[config.mk]
export PLATFORM = sky130hd
export DESIGN_NAME = rv32i_mc_ctrl_v2
export DESIGN_NICKNAME = d
export VERILOG_FILES = /design/src/rtl/rv32i_mc_ctrl_v2.sv
export SDC_FILE = /design/constraint.sdc
export NUM_CORES = 1
export LEC_CHECK = 0
export BUFFER_PORTS_ARGS = -buffer_cell sky130_fd_sc_hd__buf_4
export CAP_MARGIN = 20
export CORE_MARGIN = 2
export CORE_UTILIZATION = 30
export DETAILED_ROUTE_END_ITERATION = 10
export SYNTH_ARGS = -nofsm -noshare
export SYNTH_HDL_FRONTEND = slang
export SYNTH_SLANG_ARGS = --single-unit
[constraint.sdc]
create_clock -name clk -period 3.7 [get_ports clk]
set_input_delay 0.185 -clock clk [delete_from_list [all_inputs] [get_ports clk]]
set_output_delay 0.185 -clock clk [all_outputs]
set_load 0.01 [all_outputs]
[src/rtl/rv32i_mc_ctrl_v2.sv]
// Multi-cycle RV32I control FSM: Moore decode of state plus memory handshake,
// with memory timeout, eof halt and illegal-opcode trap.
module rv32i_mc_ctrl_v2 #(
  parameter int unsigned MEM_TIMEOUT  = 255,
  parameter bit          EN_UJ        = 1'b1,
  parameter bit          TRAP_ILLEGAL = 1'b1
) (
  input  logic       clk,
  input  logic       rst,
  input  logic       eof,
  input  logic       zero,
  input  logic [6:0] opcode,
  input  logic [2:0] funct3,
  input  logic       mem_ready,
  output logic       IorD,
  output logic       mem_read,
  output logic       mem_write,
  output logic       IRwrite,
  output logic       reg_write,
  output logic       PCwrite,
  output logic       PCwriteCond,
  output logic [1:0] MemtoReg,
  output logic [1:0] ALUSrcA,
  output logic [1:0] ALUSrcB,
  output logic [1:0] ALU_op,
  output logic [1:0] PCSource,
  output logic [3:0] state,
  output logic       halted,
  output logic       trap,
  output logic       bus_err
);

  localparam int CW = (MEM_TIMEOUT > 1) ? $clog2(MEM_TIMEOUT + 1) : 1;
  localparam logic [CW-1:0] LIM =
    (MEM_TIMEOUT == 0) ? '0 : CW'(MEM_TIMEOUT - 1);

  localparam logic [6:0] OP_LD   = 7'b0000011;
  localparam logic [6:0] OP_ST   = 7'b0100011;
  localparam logic [6:0] OP_R    = 7'b0110011;
  localparam logic [6:0] OP_I    = 7'b0010011;
  localparam logic [6:0] OP_BR   = 7'b1100011;
  localparam logic [6:0] OP_JAL  = 7'b1101111;
  localparam logic [6:0] OP_JALR = 7'b1100111;
  localparam logic [6:0] OP_LUI  = 7'b0110111;
  localparam logic [6:0] OP_AUI  = 7'b0010111;

  typedef enum logic [3:0] {
    S_IDLE   = 4'd0,
    S_FETCH  = 4'd1,
    S_DECODE = 4'd2,
    S_MEMADR = 4'd3,
    S_MEMRD  = 4'd4,
    S_MEMWB  = 4'd5,
    S_MEMWR  = 4'd6,
    S_EXE_R  = 4'd7,
    S_EXE_I  = 4'd8,
    S_ALUWB  = 4'd9,
    S_BRANCH = 4'd10,
    S_JAL    = 4'd11,
    S_JALR   = 4'd12,
    S_UPPER  = 4'd13,
    S_HALT   = 4'd14,
    S_TRAP   = 4'd15
  } state_e;

  state_e        st_q, st_d;
  logic          eof_q;
  logic          berr_q, berr_d;
  logic [CW-1:0] cnt_q, cnt_d;

  logic   eof_any, is_mem, tmo;
  logic   op_mem, op_r, op_i, op_br;
  logic   op_jal, op_jalr, op_up;
  state_e nxt_fetch, ill_tgt;
  logic   unused_f3;

  assign unused_f3 = ^funct3[2:1];

  assign eof_any   = eof_q | eof;
  assign nxt_fetch = eof_any ? S_HALT : S_FETCH;
  assign ill_tgt   = TRAP_ILLEGAL ? S_TRAP : nxt_fetch;

  assign is_mem = (st_q == S_FETCH) || (st_q == S_MEMRD) ||
                  (st_q == S_MEMWR);
  // ready in the limit cycle still completes the access
  assign tmo = (MEM_TIMEOUT != 0) && !mem_ready && (cnt_q == LIM);

  assign op_mem  = (opcode == OP_LD) || (opcode == OP_ST);
  assign op_r    = (opcode == OP_R);
  assign op_i    = (opcode == OP_I);
  assign op_br   = (opcode == OP_BR);
  assign op_jal  = EN_UJ && (opcode == OP_JAL);
  assign op_jalr = EN_UJ && (opcode == OP_JALR);
  assign op_up   = EN_UJ &&
                   ((opcode == OP_LUI) || (opcode == OP_AUI));

  always_ff @(posedge clk or negedge rst) begin
    if (!rst) begin
      st_q   <= S_IDLE;
      eof_q  <= 1'b0;
      berr_q <= 1'b0;
      cnt_q  <= '0;
    end else begin
      st_q   <= st_d;
      eof_q  <= eof_q | eof;
      berr_q <= berr_d;
      cnt_q  <= cnt_d;
    end
  end

  always_comb begin
    st_d        = st_q;
    berr_d      = berr_q;
    cnt_d       = '0;
    IorD        = 1'b0;
    mem_read    = 1'b0;
    mem_write   = 1'b0;
    IRwrite     = 1'b0;
    reg_write   = 1'b0;
    PCwrite     = 1'b0;
    PCwriteCond = 1'b0;
    MemtoReg    = 2'b00;
    ALUSrcA     = 2'b00;
    ALUSrcB     = 2'b00;
    ALU_op      = 2'b00;
    PCSource    = 2'b00;
    halted      = 1'b0;
    trap        = 1'b0;
    bus_err     = 1'b0;
    if (is_mem && !mem_ready) cnt_d = cnt_q + CW'(1);
    case (st_q)
      S_IDLE: st_d = eof_any ? S_HALT : S_FETCH;
      S_FETCH: begin
        mem_read = 1'b1;
        ALUSrcB  = 2'b01;
        if (mem_ready) begin
          IRwrite = 1'b1;
          PCwrite = 1'b1;
          st_d    = S_DECODE;
        end else if (tmo) begin
          st_d   = S_TRAP;
          berr_d = 1'b1;
        end
      end
      S_DECODE: begin
        ALUSrcA = 2'b11;
        ALUSrcB = 2'b10;
        unique case (1'b1)
          op_mem:  st_d = S_MEMADR;
          op_r:    st_d = S_EXE_R;
          op_i:    st_d = S_EXE_I;
          op_br:   st_d = S_BRANCH;
          op_jal:  st_d = S_JAL;
          op_jalr: st_d = S_JALR;
          op_up:   st_d = S_UPPER;
          default: st_d = ill_tgt;
        endcase
      end
      S_MEMADR: begin
        ALUSrcA = 2'b01;
        ALUSrcB = 2'b10;
        st_d    = opcode[5] ? S_MEMWR : S_MEMRD;
      end
      S_MEMRD: begin
        IorD     = 1'b1;
        mem_read = 1'b1;
        if (mem_ready) st_d = S_MEMWB;
        else if (tmo) begin
          st_d   = S_TRAP;
          berr_d = 1'b1;
        end
      end
      S_MEMWR: begin
        IorD      = 1'b1;
        mem_write = 1'b1;
        if (mem_ready) st_d = nxt_fetch;
        else if (tmo) begin
          st_d   = S_TRAP;
          berr_d = 1'b1;
        end
      end
      S_MEMWB: begin
        reg_write = 1'b1;
        MemtoReg  = 2'b01;
        st_d      = nxt_fetch;
      end
      S_EXE_R: begin
        ALUSrcA = 2'b01;
        ALU_op  = 2'b01;
        st_d    = S_ALUWB;
      end
      S_EXE_I: begin
        ALUSrcA = 2'b01;
        ALUSrcB = 2'b10;
        ALU_op  = 2'b10;
        st_d    = S_ALUWB;
      end
      S_ALUWB: begin
        reg_write = 1'b1;
        st_d      = nxt_fetch;
      end
      S_BRANCH: begin
        ALUSrcA     = 2'b01;
        ALU_op      = 2'b11;
        PCSource    = 2'b01;
        PCwriteCond = zero ^ funct3[0];
        st_d        = nxt_fetch;
      end
      S_JAL: begin
        reg_write = 1'b1;
        MemtoReg  = 2'b10;
        PCwrite   = 1'b1;
        PCSource  = 2'b01;
        st_d      = nxt_fetch;
      end
      S_JALR: begin
        ALUSrcA   = 2'b01;
        ALUSrcB   = 2'b10;
        PCSource  = 2'b10;
        PCwrite   = 1'b1;
        reg_write = 1'b1;
        MemtoReg  = 2'b10;
        st_d      = nxt_fetch;
      end
      S_UPPER: begin
        ALUSrcA = opcode[5] ? 2'b10 : 2'b11;
        ALUSrcB = 2'b10;
        st_d    = S_ALUWB;
      end
      S_HALT: halted = 1'b1;
      S_TRAP: begin
        trap    = !berr_q;
        bus_err = berr_q;
      end
    endcase
  end

  assign state = st_q;

endmodule

==> results of run 1 <==
layer usage:
metal / share of wire / wire length, microns
met2: 0.47 / 1434
met4: 0.0063 / 19
met5: 0 / 0
met1: 0.49 / 1481
met3: 0.033 / 100
cells in the final DEF, fill, tap and decap left out, drive strengths merged, types with 4 or more instances in the layout:
cell type  Yosys  layout
nand2          6       6
o21ai          9       9
a21oi          8       8
clkbuf         1       4
xor2           5       5
inv           10      10
nand2b         5       5
xnor2          5       5
nand3         10      10
nor3           7       7
nand4          4       4
dfrtp         14      14
nor2          26      26
buf            5      36
cells by family after synthesis:
logic type	share of synthesized area
xor gates and xnor gates	0.07700
and+or+nand+nor	0.3333
muxes	0.008801
DFF	0.3080
adders and majority gates	0.02200
buffers and inverters	0.05610
AOI/OAI and AO/OA	0.1947
through the flow:
step / cells / utilization / power [W]
3_3_place_gp: 230 / 0.3937 / 0.0002793
3_5_place_dp: 230 / 0.3937 / 0.0002791
2_1_floorplan: 152 / - / 0.0002299
6_report: 235 / 0.4115 / 0.0004253
4_1_cts: 235 / 0.4115 / 0.0004288
5_1_grt: 235 / 0.4115 / 0.0004511
repair_timing:
item                                   in CTS  in global routing
hold buffers                                1                  0
setup endpoints to repair                   0                  0
endpoints found under the hold margin      14                  0
synth_stat cells:
master,n,area share
nand4b_1,1,0.0077
o311ai_1,1,0.0077
nand3_1,10,0.044
o21a_1,1,0.0066
buf_1,2,0.0066
o221ai_1,1,0.0077
a31oi_1,2,0.011
nor3_2,1,0.0088
and3b_1,1,0.0077
o2111ai_1,1,0.0077
a22oi_1,1,0.0066
nand3b_1,1,0.0066
and3_1,3,0.017
o22ai_1,2,0.011
nand4bb_1,1,0.0099
o31ai_1,2,0.013
o211ai_1,2,0.013
o21bai_1,3,0.020
a21oi_1,8,0.035
inv_2,2,0.0066
nand2b_1,5,0.028
or2_1,2,0.011
o21ai_0,5,0.022
or3_1,1,0.0055
clkbuf_1,1,0.0033
o21ai_1,4,0.018
xnor2_1,5,0.039
mux2i_1,1,0.0088
o32ai_1,1,0.0077
buf_2,3,0.013
nor2_1,26,0.086
nor2b_1,3,0.017
dfrtp_1,14,0.31
and2_1,2,0.011
nand2_1,6,0.020
inv_1,8,0.026
or4_1,1,0.0066
nand4_1,4,0.022
nor3_1,6,0.026
xor2_1,5,0.039
a32oi_1,1,0.0077
ha_1,2,0.022
power breakdown:
part           internal (W)  switching, W
clock             0.0000940     0.0000529
combinational     0.0000477     0.0000550
sequential         0.000157     0.0000190
total              0.000298      0.000127
flip-flops by register name, summed over array words and instances (netlist names):
register  flops
berr_q        1
cnt_q         8
eof_q         1
state         4
worst min-delay path, cell delays in order:
cell and delay, ns:
buf_4 0.11, nand4_1 0.09, o2111ai_1 0.09
area by class of cell:
type                            instances  area (sq um)  area share
Sequential cell                        14         350.3      0.2326
Timing Repair Buffer                   37         280.3      0.1860
Multi-Input combinational cell        122         723.2      0.4801
Tap cell                               48         60.06     0.03987
Clock buffer                            4         55.05     0.03654
Inverter                               10         37.54     0.02492
final timing paths:
path                                       from              endpoint  slack [ns]  cells after the start
hold / removal                        opcode[5]  state[1]$_DFFE_PN0P_        0.27                      3
setup / recovery           state[1]$_DFFE_PN0P_               PCwrite        1.53                      5
max in group asynchronous                   rst    berr_q$_DFFE_PN0P_        3.19                      2
min in group asynchronous                   rst    cnt_q[1]$_DFF_PN0_        0.34                      2
setup reg to reg           state[1]$_DFFE_PN0P_    berr_q$_DFFE_PN0P_        1.68                      4
hold reg to reg              berr_q$_DFFE_PN0P_    berr_q$_DFFE_PN0P_        0.48                      2
==> summary.md, run 1 <==
| Metric | Value |
|---|---|
| Status | complete, no violations |
| Sink Count | 14 |
| WP data arrival | 1.98 ns |
| Total of max-cap violations | 0 |
| Gr ovfl total | 0 |
| CTS Buf Count | 3 |
| Post_cts resized | 0 |
| Die Footprint | 4299 sq um |
| Vias/cell | approximately 5.1 |
| First-pass GRT wire length | 4.988 mm |
| RSZ-0062 raised after global routing | no |
| IO buf count | 36 |
| Starting density of the core | 0.3107 |
| Clock Path Buffers | 2 |
| Fin nets | 205 |
| Pre-CTS setup slack | around 1.7 ns |
| Final min period | ~2.2 ns |
| Pwr Density | 282.3 nW/um^2 |
| Crit-path slowest cell | dfrtp_1 |
| Met2 Track Usage GR | 0.2411 |
| Antenna Cells | 0 |
| Row count | 22 |
| Final wirelength | 3.035 mm |
| Die X | 65.57 microns |
| Fin. Hold Viols | 0 |
| Peak supply drop | 129.3 uV |
| Relative max-transition margin | 0.5625 |
| GP Congestion | 0.8114 |
| Sequential area share after synthesis | 0.3080 |
| # IOs | 39 |
| Worst Path Buf+Inv | 1 |
| Reg clk slew, reported paths | 0.06 ns |
| CP Class | reg -> out |
| Synth unique cells | 42 |
| LEAKAGE | 0.6694 nW |
| CP Capture Type | output port |
| Top fanout value on the critical path | 22 |
| Antenna violations before repair | 0 |
| Worst Tran Pin Value | 0.6549 ns |
| Max Slew Vio Count | 0 |
| Number of global-route vias before repair | 1105 |
| Critical Path Max Stage Delay | 0.62 ns |
| Routing usage on met3 | 0.01541 |
| Core area | 3661 sq um |
| CTS tree | built |
| Detail Placement HPWL | 2.312 mm |
| Syn_nets | between 150 and 200 |
| Setup slack after layout | 1.534 ns |
| Iter 0 DRT Violations | between 80 and 90 |
| CP delay by family, top | simple AND/OR/NAND/NOR gates |
| Largest net degree at the start of global routing | 23 |
| Synth Warn # | 0 |
| H-tree depth | 1 |
| Tot GR Track Use | 0.1473 |
| Req. time, crit path | 3.51 ns |
| Cell Area, Placed | approximately 1400 sq um |
| Busiest grt layer | met2 |
| WL/cell | 12.91 microns |
| Post-CTS setup buffers | 0 |
| Root buffer cell | clkbuf_8 |
| Endpoints failing setup | 0 |
| Antenna viol nets, final | 0 |
| Synth Instances | ~150 |
| FILL cells | 395 |
| Post-route cell area | 1506 sq um |
| Avg Cell Area, Syn | 7.483 sq um |
| CP startpoint kind | flip-flop |
| Via count | 1207 |
| Drt first pass iters | 4 |
| Drt drc | 0 |
| Setup TNS | 0 ns |
| Clock Latency Late Sink | 0.24 ns |
| Met1 Use GR | 0.2063 |
| Layout cells sized above 1 | 0.2299 |
| Hold slack | 0.2722 ns |
| Fin Clk Skew | 0.003270 ns |
| Worst Hold Class | in -> reg |
| Critical path cell sequence | nand2b_1, nor3_2, and2_1, o21bai_1, buf_4 |
| #FFs+latches synth | 14 |
| Max Fclk | roughly 460 MHz |
| Layout area overhead | 32.45% |
| Die height | 65.57 microns |
| Final Cycle Share | 0.5855 |
| Cell area after synthesis | 1137 sq um |
Power figures use the tool's default switching activity.
==> run 2: changes to the inputs <==
==> constraint.sdc (replaced) <==
create_clock -name clk -period 1.8 [get_ports clk]
set_input_delay 0.09 -clock clk [delete_from_list [all_inputs] [get_ports clk]]
set_output_delay 0.09 -clock clk [all_outputs]
set_load 0.01 [all_outputs]
==> run 2 against run 1 <==
Die area unchanged. Global-route usage up 0.14 points. Final cell count up 4.7%. Register-to-register slack worse by 1.5 ns. Count of clock-buffer cells in the layout stayed put. Clock skew decreased by 0.0011 ns. Worst setup slack lost 1.4 ns. Wire length rose by 1.5%. Hold slack worse by 0.099 ns. Combinational power increased to 2.6 times the previous value. Clock power is 110% higher. Via count rose by 2.1%.
==> summary.md, run 2 (synthesis results as in run 1) <==
| Metric | Value |
|---|---|
| Status | complete, no violations (unchanged) |
| Max Slew Vio Count | 0 (unchanged) |
| CP delay by family, top | simple AND/OR/NAND/NOR gates (unchanged) |
| Pwr Density | 564.9 nW/um^2 (was 282.3 nW/um^2) |
| Detail Placement HPWL | 2.416 mm (was 2.312 mm) |
| Antenna Cells | 0 (unchanged) |
| Setup TNS | 0 ns (unchanged) |
| Pre-CTS setup slack | 0.2041 ns (was 1.686 ns) |
| # IOs | 39 (unchanged) |
| WP data arrival | 1.60 ns (was 1.98 ns) |
| Sink Count | 14 (unchanged) |
| Biggest register | cnt_q (unchanged) |
| Critical Path Max Stage Delay | 0.40 ns (was 0.62 ns) |
| Final min period | 1.686 ns |
| Fin Clk Skew | 0.002192 ns (was 0.003270 ns) |
| Top sig layer | met4 (unchanged) |
| RSZ-0062 raised after global routing | no (unchanged) |
| Endpoints failing setup | 0 (unchanged) |
| FILL cells | 386 (was 395) |
| Setup slack after layout | 0.1135 ns (was 1.534 ns) |
| H-tree depth | 1 (unchanged) |
| Row count | 22 (unchanged) |
| First-pass GRT wire length | 4.974 mm (was 4.988 mm) |
| Crit path depth | 5 (unchanged) |
| Max Fclk | between 500 and 600 MHz |
| Worst Path Buf+Inv | 1 (unchanged) |
| Reg clk slew, reported paths | 0.06 ns (about the same) |
| Worst Tran Pin Value | 0.3743 ns (was 0.6549 ns) |
| Clock Path Buffers | 2 (unchanged) |
| Total of max-cap violations | 0 (unchanged) |
| Die height | 65.57 microns (unchanged) |
| Root buffer cell | clkbuf_8 (unchanged) |
| CP Capture Type | output port (unchanged) |
| Core area | 3661 sq um (unchanged) |
| Crit-path slowest cell | dfrtp_1 (unchanged) |
| Met3 wire length | 138 microns (was 100 microns) |
| Number of global-route vias before repair | 1052 (was 1105) |
| FF-to-FF path depth | 4 (unchanged) |
| Layout cells sized above 1 | 0.2778 (was 0.2299) |
| Antenna violations before repair | 0 (unchanged) |
| Gr ovfl total | 0 (unchanged) |
| LEAKAGE | 0.7349 nW (was 0.6694 nW) |
| Die X | 65.57 microns (unchanged) |
| Final Cycle Share | 0.9369 |
| Cells on Worst Hold Path | 3 (unchanged) |
| Met2 Wirelength | 1.384 mm (was 1.434 mm) |
| Post-CTS setup buffers | 0 (unchanged) |
| CP startpoint kind | flip-flop (unchanged) |
| Top fanout value on the critical path | 5 (was 22) |
| Relative max-transition margin | 0.7500 (was 0.5625) |
| Commonest non-fill, non-tap cell in the layout | buf_4 (unchanged) |
| Final Instance Count excl. Fillers | 246 (was 235) |
| GP Congestion | 0.8186 (was 0.8114) |
| Largest net degree at the start of global routing | 15 (was 23) |
| Die Footprint | 4299 sq um (unchanged) |
| Layout area overhead | 40.37% (was 32.45%) |
| Req. time, crit path | 1.71 ns (was 3.51 ns) |
| Final wirelength | 3.080 mm (was 3.035 mm) |
| Max reg flops | 8 (unchanged) |
| CP Class | reg -> out (unchanged) |
| Peak supply drop | 298.7 uV (was 129.3 uV) |
| Fin nets | 216 (was 205) |
| Clock Latency Late Sink | 0.25 ns (was 0.24 ns) |
| Vias/cell | 5.008 (was 5.136) |
| Most frequent cells in the layout | 47 x buf_4, 26 x nor2_1, 13 x dfrtp_1 (was 36 x buf_4, 26 x nor2_1, 14 x dfrtp_1) |
| Starting density of the core | 0.3107 (unchanged) |
| Antenna viol nets, final | 0 (unchanged) |
| CTS tree | built (unchanged) |
| Util after Layout | 0.4361 (was 0.4115) |
| Drt first pass iters | 4 (unchanged) |
| Iter 0 DRT Violations | 118 (was 88) |
| Drt drc | 0 (unchanged) |
| DP Cell Count | 241 (was 230) |
| CTS Buf Count | 3 (unchanged) |
| Worst Hold Class | in -> reg (unchanged) |
| Fin. Hold Viols | 0 (unchanged) |
| Pwr Total | 0.0009018 W (was 0.0004253 W) |
| Tot GR Track Use | 0.1488 (was 0.1473) |
| Critical path cell sequence | nand2b_1, nor3_4, and2_1, o21bai_1, buf_4 (was nand2b_1, nor3_2, and2_1, o21bai_1, buf_4) |
| Met1 wire length | 1.517 mm (was 1.481 mm) |
| IO buf count | 36 (unchanged) |
| Via count | 1232 (was 1207) |
| WL/cell | 12.52 microns (was 12.91 microns) |
==> run 2: cell count changes in the layout (fill, tap and decap cells not counted), sizes merged <==
cell / change
buf: +11
==> run 2: cell type report <==
type	instances	area (sq um)	area share
Inverter	10	37.54	0.02351
Multi-Input combinational cell	122	729.5	0.4569
Timing Repair Buffer	48	362.8	0.2273
Sequential cell	14	351.6	0.2202
Clock buffer	4	55.05	0.03448
Tap cell	48	60.06	0.03762
==> run 2: metal layers <==
metal  vias to the layer above  global-route usage
met5                         -                   0
met4                         0             0.04688
met3                         5             0.03082
met2                        35              0.2232
met1                       560              0.2127
li1                        632                   -
==> run 2: power by group <==
group	total, W	switching, W	leakage, nW	internal, W
Clock	0.000307	0.000113	0.0288	0.000194
Combinational	0.000265	0.000146	0.538	0.000118
Sequential	0.000331	0.00000764	0.168	0.000323
Total	0.000902	0.000267	0.735	0.000635
==> run 2: final timing paths <==
| check | start | slack, ns | end |
|---|---|---|---|
| min reg2reg | berr_q$_DFFE_PN0P_ | 0.48 | berr_q$_DFFE_PN0P_ |
| min | opcode[5] | 0.17 | state[1]$_DFFE_PN0P_ |
| max in group asynchronous | rst | 1.37 | state[2]$_DFFE_PN0P_ |
| max reg2reg | state[0]$_DFFE_PN0P_ | 0.20 | state[3]$_DFFE_PN0P_ |
| min in group asynchronous | rst | 0.25 | cnt_q[7]$_DFF_PN0_ |
| max | state[1]$_DFFE_PN0P_ | 0.11 | PCwrite |
==> run 2: what timing repair did <==
action                                 CTS  global route
hold buffers                             1             0
setup endpoints to repair                0             2
endpoints found under the hold margin   14             0
resized for setup                        0             2
==> run 2: through the flow <==
stage / area [sq um] / hold WS (ns)
after floorplan: 1137 / -0.2056
after global placement: 1524 / -0.05213
after detailed placement: 1524 / -0.05130
after CTS: 1589 / 0.1669
after global routing: 1597 / 0.2082
final: 1597 / 0.1728
==> run 2: worst min-delay path, delay by kind of cell <==
family	cells	cell delay, ns
buffers and inverters	1	0.11
AO/OA/AOI/OAI	1	0.09
AND/OR/NAND/NOR	1	0.09
